===== src/rtl/same_image_passthrough.sv =====
// -----------------------------------------------------------------------------
// same_image_passthrough
//
// Pixel-stream pass-through for the image-verification path. The pixel on
// data_in is copied to data_out combinationally, so the output image is
// bit-identical to the input image. The block also keeps registered frame
// bookkeeping for downstream checkers. There is no handshake: the source must
// present one valid pixel on every clock.
//
// Build option:
//   SAMEIMAGE_CHECKSUM_EN  adds a per-frame modulo-2^16 pixel checksum
//                          (ports checksum / checksum_valid).
//
// Ports:
//   clk            rising-edge clock, one pixel accepted per edge
//   rst            asynchronous reset, active low (asserted when 0)
//   data_in        incoming pixel
//   data_out       outgoing pixel, identical to data_in, zero latency
//   col            column of the next pixel position (edges since reset mod IMG_W)
//   row            row of the next pixel position
//   pix_cnt        linear index row*IMG_W + col
//   frame_done     one-cycle pulse after the last pixel of a frame is accepted
//   frame_cnt      number of completed frames, wraps modulo 2^FRAME_CNT_W
//   checksum       (option) sum of pixels accepted in the current frame;
//                  holds the final frame sum while checksum_valid is high
//   checksum_valid (option) pulses together with frame_done
// -----------------------------------------------------------------------------
module same_image_passthrough #(
  parameter int DATA_W      = 8,
  parameter int IMG_W       = 128,
  parameter int IMG_H       = 128,
  parameter int FRAME_CNT_W = 8
) (
  input  logic                             clk,
  input  logic                             rst,
  input  logic [DATA_W-1:0]                data_in,
  output logic [DATA_W-1:0]                data_out,
  output logic [$clog2(IMG_W)-1:0]         col,
  output logic [$clog2(IMG_H)-1:0]         row,
  output logic [$clog2(IMG_W*IMG_H)-1:0]   pix_cnt,
  output logic                             frame_done,
  output logic [FRAME_CNT_W-1:0]           frame_cnt
`ifdef SAMEIMAGE_CHECKSUM_EN
  ,
  output logic [15:0]                      checksum,
  output logic                             checksum_valid
`endif
);

  localparam int COL_W = $clog2(IMG_W);
  localparam int ROW_W = $clog2(IMG_H);
  localparam int PIX_W = $clog2(IMG_W * IMG_H);

  localparam logic [COL_W-1:0] COL_LAST = COL_W'(IMG_W - 1);
  localparam logic [ROW_W-1:0] ROW_LAST = ROW_W'(IMG_H - 1);

  // ---------------------------------------------------------------------------
  // Data path: a plain wire, independent of clock and reset.
  // ---------------------------------------------------------------------------
  assign data_out = data_in;

  // ---------------------------------------------------------------------------
  // Frame bookkeeping
  // ---------------------------------------------------------------------------
  logic [COL_W-1:0]       col_reg,        col_next;
  logic [ROW_W-1:0]       row_reg,        row_next;
  logic [PIX_W-1:0]       pix_reg,        pix_next;
  logic [FRAME_CNT_W-1:0] frame_cnt_reg,  frame_cnt_next;
  logic                   frame_done_reg, frame_done_next;
  logic                   col_end;
  logic                   row_end;
  logic                   frame_end;

  always_comb begin
    col_end         = (col_reg == COL_LAST);
    row_end         = (row_reg == ROW_LAST);
    // The pixel being accepted on this edge is the last one of the frame.
    frame_end       = col_end && row_end;

    col_next        = col_end ? '0 : col_reg + COL_W'(1);
    row_next        = row_reg;
    if (col_end) begin
      row_next      = row_end ? '0 : row_reg + ROW_W'(1);
    end
    // pix_cnt is advanced in lockstep with col/row instead of being computed
    // as row*IMG_W + col, which avoids a multiplier on the output path.
    pix_next        = frame_end ? '0 : pix_reg + PIX_W'(1);
    frame_cnt_next  = frame_end ? frame_cnt_reg + FRAME_CNT_W'(1) : frame_cnt_reg;
    frame_done_next = frame_end;
  end

  always_ff @(posedge clk or negedge rst) begin
    if (!rst) begin
      col_reg        <= '0;
      row_reg        <= '0;
      pix_reg        <= '0;
      frame_cnt_reg  <= '0;
      frame_done_reg <= 1'b0;
    end else begin
      col_reg        <= col_next;
      row_reg        <= row_next;
      pix_reg        <= pix_next;
      frame_cnt_reg  <= frame_cnt_next;
      frame_done_reg <= frame_done_next;
    end
  end

  assign col        = col_reg;
  assign row        = row_reg;
  assign pix_cnt    = pix_reg;
  assign frame_cnt  = frame_cnt_reg;
  assign frame_done = frame_done_reg;

`ifdef SAMEIMAGE_CHECKSUM_EN
  // ---------------------------------------------------------------------------
  // Per-frame checksum. sum_reg always holds the sum of the pixels accepted so
  // far in the current frame. On the cycle after the last pixel it therefore
  // holds the complete frame sum, which is exactly when frame_done is high;
  // the first pixel of the next frame then reloads the sum instead of adding.
  // ---------------------------------------------------------------------------
  logic [15:0] sum_reg, sum_next;

  always_comb begin
    sum_next = frame_done_reg ? 16'(data_in) : sum_reg + 16'(data_in);
  end

  always_ff @(posedge clk or negedge rst) begin
    if (!rst) begin
      sum_reg <= '0;
    end else begin
      sum_reg <= sum_next;
    end
  end

  assign checksum       = sum_reg;
  assign checksum_valid = frame_done_reg;
`endif

endmodule


===== config.mk =====
export PLATFORM = sky130hd
export DESIGN_NAME = same_image_passthrough
export DESIGN_NICKNAME = d
export VERILOG_FILES = /design/src/rtl/same_image_passthrough.sv
export SDC_FILE = /design/constraint.sdc
export NUM_CORES = 1
export LEC_CHECK = 0
export ABC_AREA = 1
export BUFFER_PORTS_ARGS = -buffer_cell sky130_fd_sc_hd__buf_2
export CAP_MARGIN = 30
export CELL_PAD_IN_SITES_DETAIL_PLACEMENT = 0
export CELL_PAD_IN_SITES_GLOBAL_PLACEMENT = 1
export CORE_MARGIN = 1
export CORE_UTILIZATION = 37
export CTS_CLUSTER_DIAMETER = 60
export CTS_CLUSTER_SIZE = 12
export DETAILED_ROUTE_END_ITERATION = 10
export GPL_TIMING_DRIVEN = 0
export MAX_ROUTING_LAYER = met4
export PLACE_DENSITY_LB_ADDON = 0.2
export SYNTH_ARGS = -nofsm -noshare
export SYNTH_HDL_FRONTEND = slang
export SYNTH_SLANG_ARGS = --single-unit

===== constraint.sdc =====
create_clock -name clk -period 2 [get_ports clk]
set_clock_uncertainty 0.1 [all_clocks]
set_input_delay 0.5 -clock clk [delete_from_list [all_inputs] [get_ports clk]]
set_output_delay 0.5 -clock clk [all_outputs]
set_load 0.01 [all_outputs]

==> results.yml <==
floorplan:
  dieArea_um2: 5510
  die_h_um: 74.3
  rows: 25
  io_pins: 55
  initial_core_util_pct: 39.6
  core-area_um2: 4880
  die_w_um: 74.3
grt:
  grt_start_max_net_pins: 38
  use_met2_pct: 24.7
  top_usage_layer: "met2"
  grt_pass1_wl_um: 6360
  met1_usage_pct: 19.0
  grt_pass1_vias: 1467
  antenna_found_initial: 0
  grt_overflow: 0
  grt_use_met3_pct: 4.07
  grt_use_total_pct: 15.6
detailed_routing:
  dr.pass1.iters: 4
  wl_per_cell_um: 10.2
  drc: 0
  finalWirelength_um: 3670
  first_iter_violations: 36
  via_per_inst: 4.38
  num_vias: 1581
  ant_nets: 0
placement:
  dpl.hpwl_um: 2660
  gp_congestion: 0.741
  port_buffers: 46
critical_path:
  cp.required_ns: 2.08
  crit_family: "simple AND/OR/NAND/NOR gates"
  endpoint_kind: "register"
  crit_path_top_delay_cell: "dfrtp_1"
  critical_path.max_stage_delay_ns: 0.39
  cp-start-kind: "register"
  cp_cell_sequence: "ha_1 -> nand3_2 -> nor2_4 -> nand3_4 -> clkinv_4 -> buf_6 -> nor2_1"
  worst-path-max-fanout: 10
  worstSetupPathType: "reg -> reg"
  cp_data_arrival_time_ns: 1.64
  critPathLaunch: "col[0]$_DFF_PN0_"
  critical_path_buf_inv_count: 2
  reg2reg_from: "col[0]$_DFF_PN0_"
logic_synthesis:
  synth_top_family_by_area: "simple AND/OR/NAND/NOR gates"
  ys_seq_area_share_pct: 47.9
  synth-simple-area-share_pct: 30.5
  synth_compound_area_share_pct: 2.20
  syn_inst: 240
  yosys.area_share.xor_xnor_pct: 6.80
  yosysWarnings: 0
  syn_avg_cell_area_um2: 8.05
  muxShareOfSynthArea_pct: 0
  synth_area_um2: 1930
  synthAdderAreaFrac_pct: 2.59
  ys_types: 20
  synth_seq_cells: 37
  synth_nets: 254
clocking:
  root_buffer: "clkbuf_8"
  clk_latency_ns: 0.28
  cts_setup_buffers: 0
  cts_buffers: 5
  clk_path_buf_depth: 2
  cts_resized: 0
  cts.sinks: 37
  cts_tree: "built"
  h-tree-depth: 2
  hold_buffers: 0
  path_clk_slew_ns: 0.07
cells_and_area:
  final_cell_mix: "80 x nand2_1, 46 x buf_2, 37 x dfrtp_1, 36 x nor2_1, 24 x inv_1"
  syn_to_final_growth_pct: 20.4
  nets: 307
  fin_util_pct: 47.7
  diodes: 0
  drive_above_1_share_pct: 23.1
  final_common_cell: "nand2_1"
  largest_reg_flops: 14
sta:
  setup_viol: 0
  tightest_slew_ns: 0.820
  hold_viol_final: 0
  slew_headroom_pct: 45.3
  fin_crit_ns: 1.55
  max_freq_ghz: 0.643
  timing.final.crit_share_pct: 77.7
  drv_slew: 0
  grt_setup_unrepaired: "false"
  tns_ns: 0
  whs_ns: 0.206
power_and_ir_drop:
  p_leak_nw: 1.29
  ir_worst_vdd_v: 0.000380
  cellPowerDensity_nw_per_um2: 553
status:
  status: "finished clean"
job:
  drv_cap: 0
worst_hold_path:
  holdCritPathClass: "in -> async"
[final cells by class]
| cell class | instances | area (µm²) |
|---|---|---|
| fillers | 519 | 2550 |
| flip-flops and latches | 37 | 926 |
| multi-input cells | 167 | 813 |
| repair buffers | 46 | 230 |
| inverters | 25 | 98.8 |
| plain buffers | 11 | 93.8 |
| well taps | 67 | 83.8 |
| clock buffers | 8 | 80.1 |
[worst reg2reg max path, delay by kind of cell (launching register included)]
family                     cells  cell delay [ns]
adders and majority gates      1             0.21
buffers and inverters          2             0.25
DFF                            1             0.39
and+or+nand+nor                4             0.50
[per-layer routing]
layer  wire [µm]  vias up  share of wire, %
met5           0        -                 0
met1        1790      703                49
met4          49        0               1.3
li1            -      834                 -
met3         166        5               4.5
met2        1660       39                45
[synthesized netlist by cell type]
cell | count | area (µm²)
a21o_1 | 1 | 7.51
a21oi_1 | 2 | 10.0
buf_4 | 8 | 60.1
buf_6 | 3 | 33.8
clkinv_4 | 1 | 8.76
dfrtp_1 | 37 | 926
ha_1 | 4 | 50.1
inv_1 | 24 | 90.1
nand2_1 | 80 | 300
nand3_1 | 14 | 70.1
nand3_2 | 1 | 10.0
nand3_4 | 1 | 17.5
nand3b_1 | 1 | 7.51
nand4_1 | 4 | 25.0
nor2_1 | 36 | 135
nor2_2 | 2 | 12.5
nor2_4 | 1 | 11.3
o21ai_0 | 5 | 25.0
xnor2_1 | 8 | 70.1
xor2_1 | 7 | 61.3
[power breakdown]
| group | internal (mW) | total (mW) | switching [mW] |
|---|---|---|---|
| Clock | 0.248 | 0.501 | 0.253 |
| Sequential | 0.748 | 0.748 | 0 |
| Combinational | 0.0159 | 0.0382 | 0.0223 |
[metrics by stage]
stage	cell area (µm²)	std cells	setup slack, ns	total power [mW]
after floorplan	1930	240	0.513	0.779
after global placement	2250	353	0.432	0.802
after detailed placement	2250	353	0.421	0.802
after CTS	2330	361	0.413	1.30
after global routing	2330	361	0.314	1.35
final	2330	361	0.445	1.29
[logic make-up after synthesis]
group | after synthesis
AO/OA/AOI/OAI | 8
XOR/XNOR | 15
adder cells (fa/ha/maj) | 4
buffers and inverters | 36
flip-flops | 37
AND/OR/NAND/NOR | 140
[worst paths after layout]
path                                              to  slack [ns]  cells past startpoint
worst min-delay path            pix_cnt[7]$_DFF_PN0_        0.21                      1
worst max-delay path            pix_cnt[8]$_DFF_PN0_        0.45                      7
min in group clk                    col[0]$_DFF_PN0_        0.38                      1
worst max register to register  pix_cnt[8]$_DFF_PN0_        0.45                      7
max in group asynchronous         row[3]$_DFFE_PN0N_        1.07                      1
worst min register to register      col[0]$_DFF_PN0_        0.38                      1
No activity file was read; power rests on OpenSTA's default activity.
